`src/rtl/spi_rom_reader.sv`:
```
// spi_rom_reader: runs one SPI flash READ (CS, command, 24-bit address, N data bytes) and
// streams received bytes out with a one-cycle valid. Macro SPI_FAST_READ_EN selects 0x0B + dummy byte.
module spi_rom_reader #(
  parameter int unsigned LEN_W    = 8,
  parameter logic [7:0]  READ_CMD = 8'h03
) (
  input  logic             clk,
  input  logic             reset,
  input  logic             start,
  input  logic [23:0]      addr,
  input  logic [LEN_W-1:0] len,
  input  logic             abort,
  output logic             busy,
  output logic [7:0]       data,
  output logic             data_valid,
  output logic             done,
  output logic             spi_cs,
  output logic             spi_sclk,
  output logic             spi_mosi,
  input  logic             spi_miso
);

`ifdef SPI_FAST_READ_EN
  localparam logic [7:0] L_CMD = 8'h0B;
`else
  localparam logic [7:0] L_CMD = READ_CMD;
`endif

  localparam logic [LEN_W:0] L_ZERO = {(LEN_W+1){1'b0}};
  localparam logic [LEN_W:0] L_ONE  = {{LEN_W{1'b0}}, 1'b1};
  localparam logic [LEN_W:0] L_FULL = {1'b1, {LEN_W{1'b0}}};

  typedef enum logic [2:0] {
    ST_IDLE  = 3'd0,
    ST_CMD   = 3'd1,
    ST_ADDR  = 3'd2,
`ifdef SPI_FAST_READ_EN
    ST_DUMMY = 3'd3,
`endif
    ST_DATA  = 3'd4
  } state_t;

  state_t           r_state;
  state_t           w_state_nxt;
  logic [4:0]       r_bit_cnt;
  logic [4:0]       w_bit_cnt_nxt;
  logic [LEN_W:0]   r_byte_cnt;
  logic [LEN_W:0]   w_byte_cnt_nxt;
  logic [31:0]      r_tx;
  logic [31:0]      w_tx_nxt;
  logic             r_mosi;
  logic             w_mosi_nxt;
  logic [6:0]       r_shift;
  logic [6:0]       w_shift_nxt;
  logic [7:0]       w_shift_in;
  logic             r_miso_q;
  logic [7:0]       r_data;
  logic [7:0]       w_data_nxt;
  logic             r_valid;
  logic             w_valid_nxt;
  logic             r_done;
  logic             w_done_nxt;
  logic             r_cs;
  logic             w_busy_nxt;

  assign busy       = r_cs;
  assign spi_cs     = r_cs;
  assign spi_mosi   = r_mosi;
  assign data       = r_data;
  assign data_valid = r_valid;
  assign done       = r_done;
  assign spi_sclk   = ~clk;

  // Next-state and datapath decode; abort takes priority over phase progress once busy.
  always_comb begin
    w_state_nxt    = r_state;
    w_bit_cnt_nxt  = r_bit_cnt;
    w_byte_cnt_nxt = r_byte_cnt;
    w_tx_nxt       = r_tx;
    w_mosi_nxt     = 1'b0;
    w_shift_in     = {r_shift, r_miso_q};
    w_shift_nxt    = r_shift;
    w_data_nxt     = r_data;
    w_valid_nxt    = 1'b0;
    w_done_nxt     = 1'b0;
    if (r_state == ST_IDLE) begin
      if (start) begin
        w_state_nxt    = ST_CMD;
        w_bit_cnt_nxt  = 5'd0;
        w_byte_cnt_nxt = (len == {LEN_W{1'b0}}) ? L_FULL : {1'b0, len};
        w_tx_nxt       = {L_CMD[6:0], addr, 1'b0};
        w_mosi_nxt     = L_CMD[7];
        w_shift_nxt    = 7'd0;
      end else begin
        w_state_nxt = ST_IDLE;
      end
    end else if (abort) begin
      w_state_nxt    = ST_IDLE;
      w_bit_cnt_nxt  = 5'd0;
      w_byte_cnt_nxt = L_ZERO;
    end else begin
      case (r_state)
        ST_CMD: begin
          w_mosi_nxt = r_tx[31];
          w_tx_nxt   = {r_tx[30:0], 1'b0};
          if (r_bit_cnt == 5'd7) begin
            w_state_nxt   = ST_ADDR;
            w_bit_cnt_nxt = 5'd0;
          end else begin
            w_bit_cnt_nxt = r_bit_cnt + 5'd1;
          end
        end
        ST_ADDR: begin
          if (r_bit_cnt == 5'd23) begin
            w_bit_cnt_nxt = 5'd0;
`ifdef SPI_FAST_READ_EN
            w_state_nxt   = ST_DUMMY;
`else
            w_state_nxt   = ST_DATA;
`endif
          end else begin
            w_mosi_nxt    = r_tx[31];
            w_tx_nxt      = {r_tx[30:0], 1'b0};
            w_bit_cnt_nxt = r_bit_cnt + 5'd1;
          end
        end
`ifdef SPI_FAST_READ_EN
        ST_DUMMY: begin
          if (r_bit_cnt == 5'd7) begin
            w_state_nxt   = ST_DATA;
            w_bit_cnt_nxt = 5'd0;
          end else begin
            w_bit_cnt_nxt = r_bit_cnt + 5'd1;
          end
        end
`endif
        // miso_q holds the bit sampled on the preceding SCLK rise
        ST_DATA: begin
          w_shift_nxt = w_shift_in[6:0];
          if (r_bit_cnt == 5'd7) begin
            w_bit_cnt_nxt  = 5'd0;
            w_data_nxt     = w_shift_in;
            w_valid_nxt    = 1'b1;
            w_byte_cnt_nxt = r_byte_cnt - L_ONE;
            if (r_byte_cnt == L_ONE) begin
              w_state_nxt = ST_IDLE;
              w_done_nxt  = 1'b1;
            end else begin
              w_state_nxt = ST_DATA;
            end
          end else begin
            w_bit_cnt_nxt = r_bit_cnt + 5'd1;
          end
        end
        default: begin
          w_state_nxt    = ST_IDLE;
          w_bit_cnt_nxt  = 5'd0;
          w_byte_cnt_nxt = L_ZERO;
        end
      endcase
    end
    w_busy_nxt = (w_state_nxt != ST_IDLE);
  end

  // State register.
  always_ff @(posedge clk) begin
    if (reset) begin
      r_state <= ST_IDLE;
    end else begin
      r_state <= w_state_nxt;
    end
  end

  // Counters, shifters and registered outputs.
  always_ff @(posedge clk) begin
    if (reset) begin
      r_bit_cnt  <= 5'd0;
      r_byte_cnt <= L_ZERO;
      r_tx       <= 32'd0;
      r_mosi     <= 1'b0;
      r_shift    <= 7'd0;
      r_data     <= 8'h00;
      r_valid    <= 1'b0;
      r_done     <= 1'b0;
      r_cs       <= 1'b0;
    end else begin
      r_bit_cnt  <= w_bit_cnt_nxt;
      r_byte_cnt <= w_byte_cnt_nxt;
      r_tx       <= w_tx_nxt;
      r_mosi     <= w_mosi_nxt;
      r_shift    <= w_shift_nxt;
      r_data     <= w_data_nxt;
      r_valid    <= w_valid_nxt;
      r_done     <= w_done_nxt;
      r_cs       <= w_busy_nxt;
    end
  end

  // MISO is sampled on the SCLK rising edge, i.e. the clk falling edge.
  always_ff @(negedge clk) begin
    if (reset) begin
      r_miso_q <= 1'b0;
    end else begin
      r_miso_q <= spi_miso;
    end
  end

endmodule

```
`config.mk`:
```
export PLATFORM = sky130hd
export DESIGN_NAME = spi_rom_reader
export DESIGN_NICKNAME = d
export VERILOG_FILES = /design/src/rtl/spi_rom_reader.sv
export SDC_FILE = /design/constraint.sdc
export NUM_CORES = 1
export LEC_CHECK = 0
export ABC_AREA = 1
export ABC_CLOCK_PERIOD_IN_PS = 1900
export BUFFER_PORTS_ARGS = -buffer_cell sky130_fd_sc_hd__buf_2
export CAP_MARGIN = 20
export CORE_MARGIN = 5
export CORE_UTILIZATION = 55
export DETAILED_ROUTE_END_ITERATION = 10
export GPL_TIMING_DRIVEN = 0
export PLACE_DENSITY = 0.77
export SLEW_MARGIN = 20
export SYNTH_ARGS = -nofsm -noshare
export SYNTH_HDL_FRONTEND = slang
export SYNTH_SLANG_ARGS = --single-unit
```
`constraint.sdc`:
```
create_clock -name clk -period 1.9 [get_ports clk]
set_input_delay 0.38 -clock clk [delete_from_list [all_inputs] [get_ports clk]]
set_output_delay 0.38 -clock clk [all_outputs]
set_load 0.05 [all_outputs]
```
* Word level (Yosys, flattened, before mapping) *
Index checks and enable logic that the tools add are counted.

word-level totals
  logic and storage cells = 76
  bits in registers = 69
  input port bits = 37
  output and inout port bits = 14

operators by class
  equal/unequal tests = 11
  add/subtract/negate cells = 2
  reduce and logical (&&, ||, !) cells = 14
  mux-type cells = 33
  bitwise operators = 5

operator list
  operator                                                             number
  32-bit two-way mux                                                   4
  32-bit one-hot mux with 2 select lines                               1
  9-bit two-way mux                                                    5
  7-bit two-way mux                                                    4
  5-bit two-way mux                                                    5
  3-bit two-way mux                                                    6
  9-bit one-hot mux with 2 select lines                                1
  5-bit one-hot mux with 2 select lines                                1
  9-bit by 1-bit == test with 1-bit output (second input constant)     1
  3-bit one-hot mux with 3 select lines                                1
  9-bit by 1-bit subtractor with 9-bit output (second input constant)  1
  8-bit logical NOT                                                    1
  4-bit AND reduction                                                  2
  3-bit AND reduction                                                  2
  3-bit nonzero test                                                   2
  5-bit by 1-bit adder with 5-bit output (second input constant)       1
  5-bit by 3-bit == test with 1-bit output (second input constant)     1
  5-bit == test (second input constant)                                1
  1-bit inverter                                                       5
  5-bit OR reduction                                                   1
  1-bit two-way mux                                                    4
  4-bit inequality test (second input constant)                        1
  2-bit OR reduction                                                   2
  4-bit OR reduction                                                   1
  11 further kinds                                                     11

* Longest topological paths before layout *
  depth in word-level cells = 7
  mapped depth = 11
  mapped depth without buffers = 10

==> out/summary.log <==
INFO  clock_network  root_buffer=sky130_fd_sc_hd__clkbuf_8
INFO  placement      dp_hpwl=5770microns
INFO  global_route   first_global_vias=3167
INFO  final_layout   syn_to_final_growth=16.8%
INFO  clock_network  clk_pin_slew=160ps
INFO  yosys          net_count_after_synthesis=588
INFO  final_layout   nets=649
INFO  clock_network  ctsResizeCount=2
INFO  setup_path     worst-endpoint-arrival=1920ps
INFO  setup_path     ff2ff_setup_slack=110ps
INFO  yosys          post_synth_and_or_nand_nor_area_fraction=40.9%
INFO  floorplan      std_cell_rows=28
INFO  power_and_ir_drop pwrdens=899mW/mm^2
INFO  timing         finalSetupTns=0ps
INFO  route          drc=0
INFO  setup_path     endpoint_kind=flip-flop
INFO  clock_network  tritoncts.num_buffers=9
INFO  final_layout   layout-drive-gt1-share=16.1%
INFO  power_and_ir_drop switching_power=1.13mW
INFO  floorplan      placeableCoreArea=0.00599sqmm
INFO  worst_hold_path worst_hold_startpoint=addr[0]
INFO  timing         tightest_slew=511ps
INFO  setup_path     cp_data_required_time=2030ps
INFO  status         status=completed
INFO  yosys          synth_seq_area_share=39.6%
INFO  setup_path     slowest_delay=370ps
INFO  floorplan      floorplan.die.height=89.1microns
INFO  power_and_ir_drop p_sw_share=31.3%
INFO  timing         maxClockFrequency=558MHz
INFO  yosys          synth_top_flop_cell=sky130_fd_sc_hd__dfxtp_1
INFO  placement      dp_cells=673
INFO  setup_path     cpMaxStageDelayCell=sky130_fd_sc_hd__dfxtp_1
INFO  worst_hold_path hold_depth=3
INFO  clock_network  ctsHoldBuffers=0
INFO  floorplan      die_area=0.00794sqmm
INFO  clock_network  clk-insertion-delay-late=410ps
INFO  worst_hold_path hold-path-endpoint=r_tx[1]
INFO  timing         final_period_minus_worst_setup_slack=1790ps
INFO  timing         finalHoldViolations=0
INFO  power_and_ir_drop power.internal=2.48mW
INFO  floorplan      design.portCount=51
INFO  global_route   grt-busiest-layer=met2
INFO  yosys          ys_seq_elements=68
INFO  clock_network  tritoncts=built
INFO  timing         final_max_slew_viol_count=0
INFO  final_layout   ff_latch_area=0.00136sqmm
INFO  yosys          synthAdderAreaFrac=1.09%
INFO  setup_path     r2r_end=data[2]
INFO  clock_network  postCtsSetupBuffers=0
INFO  placement      dpl_worst_slack=-204ps
INFO  yosys          synth-xor-area-share=0.509%
INFO  final_layout   multi_input_comb_area=0.00173sqmm
INFO  yosys          yosys-mux-area-fraction=0%
INFO  timing         slew-limit-headroom=65.9%
INFO  final_layout   stdcell_count=689
INFO  global_route   groute.layer.met3.usage=3.13%
INFO  global_route   grt.met1_usage=29.8%
INFO  route          detailedRoute.firstPassIterationCount=5
INFO  yosys          syn-instance-count=548
INFO  setup_path     critical_path.most_common_cell=sky130_fd_sc_hd__nor2_4
INFO  global_route   grt.total_usage=22.1%
INFO  setup_path     cell_by_cell_trace_of_the_critical_path=nor2_4 > nand2_2 > nor2_4 > inv_2 > nor2_4 > inv_1 > nand3_1 > nand2_1
INFO  yosys          synth_edf_count=0
INFO  clock_network  max-clock-path-buffers=2
INFO  timing         fin_skew=202ps
INFO  global_route   grt_antenna_before_repair=0
INFO  yosys          post_synth_num_cell_types=23
INFO  route          detail_route.vias_per_cell=5.07
INFO  setup_path     reg2reg_from=r_state[1]
INFO  yosys          combinational_family_with_the_most_area_after_synthesis=simple AND/OR/NAND/NOR gates
INFO  power_and_ir_drop power.combinational.fraction=16.6%
INFO  global_route   global_route_wire_length_before_repair=13700microns
INFO  power_and_ir_drop seq_power_share=43.1%
INFO  route          avgRoutedWirePerCell=11.8microns
INFO  placement      portBuffers=50
INFO  timing         final_min_period_over_clock_period=94.4%
INFO  floorplan      die_width=89.1microns
INFO  clock_network  clock_tree.htree_level_count=3
INFO  power_and_ir_drop vdd_drop_max=656uV
INFO  route          totalWireLength=8100microns
INFO  power_and_ir_drop cellLeakagePower=2.09nW
INFO  timing         post-route-worst-setup-slack=107ps
INFO  final_layout   layout.filler_cells=567
INFO  route          final_antenna_net_count=0
INFO  global_route   grt_start_max_net_pins=21
INFO  yosys          post_synth_instance_area=0.00344sqmm
INFO  yosys          synthesis.yosys.warnings=0
INFO  flow_run       drv.max_cap_violation_count=0
INFO  setup_path     path_max_fanout=8
INFO  yosys          postSynthAreaPerCell=6.28squm
INFO  yosys          synth-async-reset-ratio=0%
INFO  placement      gp_congestion=0.867
INFO  route          drt_first_iter_violations=324
INFO  power_and_ir_drop power_frac_clock=40.3%
INFO  global_route   globalRoute.totalOverflow=0
INFO  setup_path     crit_type=reg2reg
INFO  floorplan      initial_utilization=57.4%
INFO  timing         rsz0062_at_grt=no
INFO  timing         finalSetupViolations=0
INFO  setup_path     setup.worst_path.start_class=flip-flop
INFO  yosys          area_fraction_in_compound_gates_after_synthesis=7.57%
INFO  worst_hold_path min-delay-path-class=in2reg
INFO  global_route   grt.met2_usage=37.6%
INFO  route          routed-via-count=3492
INFO  setup_path     worst_r2r_path_depth=8
INFO  final_layout   n_antenna_cell=0
[layer usage]
layer / wire length (microns) / vias up
li1: - / 1807
met1: 3510 / 1559
met2: 3880 / 114
met3: 618 / 12
met4: 100 / 0
met5: 0 / -
[critical path: cells and delay by family (launching register included)]
kind / cells / cell delay (ps)
and+or+nand+nor: 6 / 840
DFF: 1 / 370
buffers and inverters: 2 / 300
[cell usage in the layout (no fill, tap or decap), drive strengths merged]
cell    instances
nand2         191
nor2          104
dfxtp          68
inv            66
buf            64
nand3          34
o21ai          31
a21oi          21
clkbuf         15
nand4           5
clkinv          4
nor3            3
ha              3
bufinv          2
nor4            1
xnor2           1
xor2            1
[stage by stage]
step / hold slack, ps / utilization [%] / instance area, sq um / total power, mW
after global placement: 450 / 63.2 / 3780 / 2.28
final: 235 / 67.1 / 4020 / 3.61
after floorplan: 433 / - / 3440 / 2.12
after global routing: 231 / 67.1 / 4020 / 3.81
after detailed placement: 455 / 63.2 / 3780 / 2.29
after CTS: 231 / 66.9 / 4010 / 3.63
[cells in the mapped netlist, types with 3 or more instances]
cell type	n	area share, %
sky130_fd_sc_hd__nor2_4	4	1.3
sky130_fd_sc_hd__buf_4	4	0.87
sky130_fd_sc_hd__nand3_1	32	4.7
sky130_fd_sc_hd__o21ai_0	31	4.5
sky130_fd_sc_hd__buf_2	7	1.0
sky130_fd_sc_hd__nand2_1	185	20
sky130_fd_sc_hd__a21oi_1	21	3.1
sky130_fd_sc_hd__inv_2	6	0.65
sky130_fd_sc_hd__dfxtp_1	68	40
sky130_fd_sc_hd__clkbuf_1	6	0.65
sky130_fd_sc_hd__nand4_1	5	0.91
sky130_fd_sc_hd__nand2_2	5	0.91
sky130_fd_sc_hd__nor2_1	100	11
sky130_fd_sc_hd__ha_1	3	1.1
sky130_fd_sc_hd__nor3_1	3	0.44
sky130_fd_sc_hd__inv_1	58	6.3
[power by group through the flow]
stage	clock (mW)	sequential, mW	combinational [mW]
3_5_place_dp	0.110	1.59	0.591
4_1_cts	1.47	1.56	0.596
5_1_grt	1.55	1.57	0.693
6_report	1.46	1.56	0.599
2_1_floorplan	0.0922	1.59	0.441
3_3_place_gp	0.110	1.59	0.580
[flip-flops by register name (all words and copies together), names as in the netlist]
register and flops:
spi_mosi 1, r_byte_cnt 9, r_miso_q 1, done 1, r_shift 7, r_bit_cnt 5, data 8, busy 1
r_state 3, r_tx 31, data_valid 1
[worst max-delay path by stage]
stage                     startpoint  endpoint  slack, ps  cells past startpoint
after floorplan                reset  r_miso_q        130                      2
final                     r_state[1]   data[2]        110                      8
after global routing      r_state[1]   data[3]         20                      8
after global placement         reset  r_miso_q       -210                      3
after detailed placement       reset  r_miso_q       -200                      3
after CTS                      reset  r_miso_q         60                      3
[cell families (layout without fill, tap and decap cells)]
logic type	Yosys count	count (layout)
buf+inv	85	151
flops	68	68
compound gates	52	52
fa+ha+maj	3	3
simple gates	338	338
xor+xnor	2	2
[area by class of cell]
| type | count | area share [%] |
|---|---|---|
| Clock buffer | 9 | 3.02 |
| Multi-Input combinational cell | 395 | 42.9 |
| Tap cell | 75 | 2.34 |
| Sequential cell | 68 | 33.9 |
| Buffer | 21 | 3.02 |
| Inverter | 63 | 5.89 |
| Timing Repair Buffer | 49 | 6.10 |
| Clock inverter | 9 | 2.77 |
Power figures use the tool's default switching activity.
